--- config.mk ---
export PLATFORM = sky130hd
export DESIGN_NAME = byte_unstriping
export DESIGN_NICKNAME = d
export VERILOG_FILES = /design/src/rtl/byte_unstriping_pkg.sv /design/src/rtl/lane_fifo.sv /design/src/rtl/byte_unstriping.sv
export SDC_FILE = /design/constraint.sdc
export NUM_CORES = 1
export LEC_CHECK = 0
export CELL_PAD_IN_SITES_DETAIL_PLACEMENT = 0
export CELL_PAD_IN_SITES_GLOBAL_PLACEMENT = 1
export CORE_MARGIN = 5
export CORE_UTILIZATION = 52
export CTS_CLUSTER_DIAMETER = 120
export CTS_CLUSTER_SIZE = 28
export DETAILED_ROUTE_END_ITERATION = 10
export PLACE_DENSITY = 0.95
export SLEW_MARGIN = 20
export SYNTH_ARGS = -nofsm -noshare
export SYNTH_HDL_FRONTEND = slang
export SYNTH_SLANG_ARGS = --single-unit
--- constraint.sdc ---
create_clock -name clk_2f -period 3.1 [get_ports clk_2f]
set_clock_uncertainty 0.1 [all_clocks]
set_input_delay 0.93 -clock clk_2f [delete_from_list [all_inputs] [get_ports clk_2f]]
set_output_delay 0.93 -clock clk_2f [all_outputs]
set_load 0.05 [all_outputs]
--- src/rtl/byte_unstriping_pkg.sv ---
// Shared definitions for the receive-side byte unstriper: default byte
// width, merge FSM state encoding and lane index constants.
package byte_unstriping_pkg;

  localparam int DATA_W_DEF = 8;

  localparam int LANE0 = 0;
  localparam int LANE1 = 1;

  typedef enum logic {
    ST_IDLE = 1'b0,
    ST_RUN  = 1'b1
  } state_t;

endpackage

--- src/rtl/lane_fifo.sv ---
// Per-lane byte FIFO absorbing inter-lane skew. Status flags come from a
// registered count, so a push is never visible to a pop in the same cycle.
// A push while full is accepted only if a pop frees a slot that cycle;
// otherwise the byte is dropped and o_drop pulses.
module lane_fifo #(
  parameter int DATA_W = 8,
  parameter int DEPTH  = 4
) (
  input  logic              clk_2f,
  input  logic              reset,
  input  logic              i_push,
  input  logic              i_pop,
  input  logic [DATA_W-1:0] i_din,
  output logic [DATA_W-1:0] o_dout,
  output logic              o_empty,
  output logic              o_full,
  output logic              o_drop
);

  localparam int            AW       = $clog2(DEPTH);
  localparam logic [AW:0]   FULL_CNT = (AW+1)'(DEPTH);
  localparam logic [AW:0]   ONE_CNT  = (AW+1)'(1);
  localparam logic [AW-1:0] ONE_PTR  = AW'(1);

  logic [DATA_W-1:0] r_mem [DEPTH];
  logic [AW-1:0]     r_wr_ptr;
  logic [AW-1:0]     r_rd_ptr;
  logic [AW:0]       r_count;
  logic              w_pop_ok;
  logic              w_push_ok;

  assign o_empty   = (r_count == '0);
  assign o_full    = (r_count == FULL_CNT);
  assign w_pop_ok  = i_pop && !o_empty;
  assign w_push_ok = i_push && (!o_full || w_pop_ok);
  assign o_drop    = i_push && !w_push_ok;
  assign o_dout    = r_mem[r_rd_ptr];

  // Pointer and occupancy bookkeeping.
  // NOTE: sequential state uses non-blocking (<=) so every register samples pre-edge values.
  always_ff @(posedge clk_2f) begin
    if (reset) begin
      r_wr_ptr <= '0;
      r_rd_ptr <= '0;
      r_count  <= '0;
    end else begin
      if (w_push_ok) r_wr_ptr <= r_wr_ptr + ONE_PTR;
      if (w_pop_ok)  r_rd_ptr <= r_rd_ptr + ONE_PTR;
      case ({w_push_ok, w_pop_ok})
        2'b10:   r_count <= r_count + ONE_CNT;
        2'b01:   r_count <= r_count - ONE_CNT;
        default: r_count <= r_count;
      endcase
    end
  end

  // Storage write port.
  // NOTE: storage is not reset; the pointers/count alone define which entries are live.
  always_ff @(posedge clk_2f) begin
    if (w_push_ok) r_mem[r_wr_ptr] <= i_din;
  end

endmodule

--- src/rtl/byte_unstriping.sv ---
// Merges two striped byte lanes back into one byte stream. Each lane is
// buffered in a lane_fifo; once both hold data the FSM enters RUN and
// emits bytes in strict lane-0 / lane-1 alternation, stalling (without
// reordering) when the selected lane is starved. After IDLE_GAP starved
// cycles with both FIFOs empty it drops back to IDLE and re-aligns on
// lane 0 when both lanes have data again.
module byte_unstriping
  import byte_unstriping_pkg::*;
#(
  parameter int DATA_W   = DATA_W_DEF,
  parameter int DEPTH    = 4,
  parameter int IDLE_GAP = 4
) (
  input  logic              clk_2f,
  input  logic              reset,
  input  logic [DATA_W-1:0] data_stripe_0,
  input  logic              valid_stripe_0,
  input  logic [DATA_W-1:0] data_stripe_1,
  input  logic              valid_stripe_1,
  output logic [DATA_W-1:0] data_demux,
  output logic              valid_demux,
  output logic              aligned,
  output logic              overflow
);

  localparam int            GW       = $clog2(IDLE_GAP + 1);
  localparam logic [GW-1:0] GAP_MAX  = GW'(IDLE_GAP);
  localparam logic [GW-1:0] GAP_LAST = GW'(IDLE_GAP - 1);
  localparam logic [GW-1:0] GAP_ONE  = GW'(1);

  logic [1:0]        w_pop;
  logic [1:0]        w_empty;
  logic [1:0]        w_drop;
  logic [DATA_W-1:0] w_dout [2];

  state_t            r_state;
  state_t            w_state_next;
  logic              r_sel;
  logic              w_sel_next;
  logic [GW-1:0]     r_gap;
  logic [GW-1:0]     w_gap_next;
  logic [DATA_W-1:0] r_data;
  logic [DATA_W-1:0] w_data_next;
  logic              r_valid;
  logic              w_valid_next;
  logic              r_overflow;

  lane_fifo #(.DATA_W(DATA_W), .DEPTH(DEPTH)) u_fifo0 (
    .clk_2f  (clk_2f),
    .reset   (reset),
    .i_push  (valid_stripe_0),
    .i_pop   (w_pop[LANE0]),
    .i_din   (data_stripe_0),
    .o_dout  (w_dout[LANE0]),
    .o_empty (w_empty[LANE0]),
    .o_full  (),
    .o_drop  (w_drop[LANE0])
  );

  lane_fifo #(.DATA_W(DATA_W), .DEPTH(DEPTH)) u_fifo1 (
    .clk_2f  (clk_2f),
    .reset   (reset),
    .i_push  (valid_stripe_1),
    .i_pop   (w_pop[LANE1]),
    .i_din   (data_stripe_1),
    .o_dout  (w_dout[LANE1]),
    .o_empty (w_empty[LANE1]),
    .o_full  (),
    .o_drop  (w_drop[LANE1])
  );

  // Merge FSM: next state, lane select, gap counter, pops and next output byte.
  // NOTE: every signal gets a default first so no path through the block infers a latch.
  always_comb begin
    w_state_next = r_state;
    w_sel_next   = r_sel;
    w_gap_next   = r_gap;
    w_pop        = '0;
    w_valid_next = 1'b0;
    w_data_next  = r_data;
    case (r_state)
      ST_IDLE: begin
        w_sel_next = 1'b0;
        w_gap_next = '0;
        if (!w_empty[LANE0] && !w_empty[LANE1]) w_state_next = ST_RUN;
      end
      ST_RUN: begin
        if (!w_empty[r_sel]) begin
          w_pop[r_sel] = 1'b1;
          w_data_next  = w_dout[r_sel];
          w_valid_next = 1'b1;
          w_sel_next   = ~r_sel;
          w_gap_next   = '0;
        end else if ((r_gap >= GAP_LAST) && w_empty[LANE0] && w_empty[LANE1]) begin
          // This starved cycle is the IDLE_GAP-th: give up alignment.
          w_state_next = ST_IDLE;
          w_sel_next   = 1'b0;
          w_gap_next   = '0;
        end else if (r_gap != GAP_MAX) begin
          // Saturate so a long stall with data stuck in the other lane cannot wrap.
          w_gap_next = r_gap + GAP_ONE;
        end
      end
      default: w_state_next = ST_IDLE;
    endcase
  end

  // State, select, gap counter and registered outputs.
  always_ff @(posedge clk_2f) begin
    if (reset) begin
      r_state    <= ST_IDLE;
      r_sel      <= 1'b0;
      r_gap      <= '0;
      r_data     <= '0;
      r_valid    <= 1'b0;
      r_overflow <= 1'b0;
    end else begin
      r_state    <= w_state_next;
      r_sel      <= w_sel_next;
      r_gap      <= w_gap_next;
      r_data     <= w_data_next;
      r_valid    <= w_valid_next;
      r_overflow <= r_overflow | (|w_drop);
    end
  end

  assign data_demux  = r_data;
  assign valid_demux = r_valid;
  assign aligned     = (r_state == ST_RUN);
  assign overflow    = r_overflow;

endmodule

==> impl_metrics.toml <==
[critical_path]
path_depth = 1
critical_path.slowest_cell = "clkdlybuf4s50_1"
critical-path-max-stage-delay_ns = 0.82
critPathArrivalTime_ns = 1.56
ff2ff_path_depth = 8
rr_endpoint = "u_fifo0.r_count[2]"
crit_type = "reg -> out"
r2r_setup_slack_ns = 0.96
crit_start = "data_demux[6]"
critPathMaxFanout = 2
critPathCaptureType = "output port"
rr_startpoint = "r_sel"
worst_setup_path_start_kind = "register"
crit_family = "buffers and inverters"
endpoint = "data_demux[6]"
cp.required_ns = 2.07
path_cells = "clkdlybuf4s50_1"
path_buf_inv = 1

[global_routing]
gr-usage-all-layers_pct = 15.8
grt_pass1_vias = 2408
grt_overflow_total = 0
grt_max_degree = 37
grt_antenna_before_repair = 0
grt_pass1_wl_um = 11800

[synth]
synthFlopType = "edfxtp_1"
synth_cells = 288
yosys.area.top_type_share_pct = 46.8
synth-seq-cells = 97
ys_types = 50
yosys_warnings = 0
synth_area_leaders = "edfxtp_1 47%, dfxtp_1 16%, mux4_2 7.1%, ha_1 3.4%, nor2_1 2.4%"
synthMostInstantiatedCell = "edfxtp_1"
syn_area_per_cell_um2 = 14.2
synth_seq_area_share_pct = 62.9
async_flop_share_pct = 0
netlist_area_mm2 = 0.00410
syn-num-nets = 321
synth-edff-count = 64
yosys-top-cells-count = "64 x edfxtp_1, 33 x dfxtp_1, 26 x nor2_1, 17 x inv_1, 16 x nand2_1"
synth_top_area_cell = "edfxtp_1"

[timing]
setup_viol = 0
worst_pin_slew_ns = 0.671
fin_crit_ns = 2.59
grt_setup_unrepaired = "no"
hold_viol_final = 0
drv_slew = 0
fmax_mhz = 387
fin_setup_tns_ns = 0
layout_setup_ws_ns = 0.514
slew_headroom_pct = 55.3
fin_crit_sh_pct = 83.4

[clocking]
clkSinkCount = 97
clock_latency_ns = 0.35
cts.htree.levels = 3
cts_resized = 0
postCtsSetupBuffers = 0
cts_buffers = 9
clk_path_buf_depth = 2
cts_tree = "done"
clockRootBuffer = "clkbuf_8"
cts.clk_slew.worst_paths_ns = 0.09
hold_buffers = 0

[route]
first_iter_violations = 109
num_vias = 2347
viasPerCell = 5.48
first_pass_iters = 4
drc = 0
wl_per_cell_um = 16.8
drt.antenna.violating_nets = 0
routed_wl_um = 7170

[power_and_ir_drop]
p_per_area_mw_per_mm2 = 647
ir_drop_mv = 0.293
power.leakage_nw = 1.54

[flow_run]
drv_cap = 0

[floorplanning]
initial_core_util_pct = 53.4
die_w_um = 98.8
die_area_mm2 = 0.00977
row_count = 32
coreArea_mm2 = 0.00769
ioPinCount = 31
die_y_um = 98.8

[cells_and_area]
nNetsFinal = 354
area_growth_pct = 14.1
drive_above_1_share_pct = 13.8
antenna_cells = 0

[placement]
gp_congestion = 0.728
preCtsSetupSlack_ns = 0.276
port_buffers = 30
hpwl_um = 5100

[run_status]
status = "completed"

[min_path]
hp-class = "reg -> reg"
[sequential cells by signal, indices dropped and copies added (netlist names), named ones only]
name	cells
overflow	1
aligned	1
u_fifo0.r_wr_ptr	2
r_gap	3
valid_demux	1
u_fifo0.r_mem	32
u_fifo1.r_wr_ptr	2
u_fifo1.r_count	3
u_fifo1.r_rd_ptr	2
u_fifo1.r_mem	32
u_fifo0.r_count	3
data_demux	8
r_sel	1
u_fifo0.r_rd_ptr	2
[worst min-delay path by stage]
stage,start,end,slack (ns),depth (start not counted)
finish,data_demux[7],data_demux[7],0.39,2
global route,data_demux[7],data_demux[7],0.42,2
CTS,data_demux[2],data_demux[2],0.39,2
detailed placement,data_demux[2],data_demux[2],0.38,2
global placement,data_demux[7],data_demux[7],0.37,2
floorplan,r_gap[1],r_gap[1],0.37,2
[layout make-up]
cell class,instances,area [um2]
Fill cell,598,3010
Sequential cell,97,2580
Multi-Input combinational cell,161,1370
Timing Repair Buffer,35,338
Clock buffer,12,145
Tap cell,102,128
Inverter,17,63.8
Clock inverter,4,51.3
[metrics by stage]
stage	std cells	utilization, %	power [mW]	cell area (um2)	hold slack [ns]
2_1_floorplan	288	-	2.09	4100	0.372
3_3_place_gp	412	58.3	2.23	4490	0.373
3_5_place_dp	412	58.3	2.25	4490	0.381
4_1_cts	428	60.9	3.06	4680	0.393
5_1_grt	428	60.9	3.18	4680	0.420
6_report	428	60.9	3.03	4680	0.391
[metal layers]
metal	part of all wire, %	global-route usage, %	up-vias
met5	0	0	-
met4	1.1	6.51	0
met3	3.9	3.26	7
met2	52	27.0	44
met1	43	19.7	1164
li1	-	-	1132
[cells by family after synthesis]
kind of cell | after synthesis | share of synthesized area (%)
flops | 97 | 62.9
simple gates | 71 | 8.91
compound gates | 45 | 8.36
buf+inv | 30 | 3.57
mux | 26 | 10.6
fa+ha+maj | 13 | 4.33
xor+xnor | 6 | 1.28
[worst reg2reg max path, delay by kind of cell, from the launching register on]
kind,cells,cell delay (ns)
adder cells (fa/ha/maj),1,0.42
AND/OR/NAND/NOR,3,0.58
AO/OA/AOI/OAI,3,0.32
flip-flops,1,0.37
buffers and inverters,1,0.21
[layout by cell type (no fill, tap or decap), drive strengths merged, types with 11 or more instances in the layout]
cell type      instances
clkdlybuf4s50         30
nor2                  26
clkbuf                12
nand2                 16
inv                   18
mux4                  13
ha                    11
a21oi                 11
edfxtp                64
dfxtp                 33
[power by group]
| part | switching (mW) | total, mW | internal (mW) |
|---|---|---|---|
| sequential | 0.0799 | 1.57 | 1.49 |
| combinational | 0.386 | 0.652 | 0.267 |
| clock | 0.408 | 0.806 | 0.398 |
(Power assumes the default switching activity.)
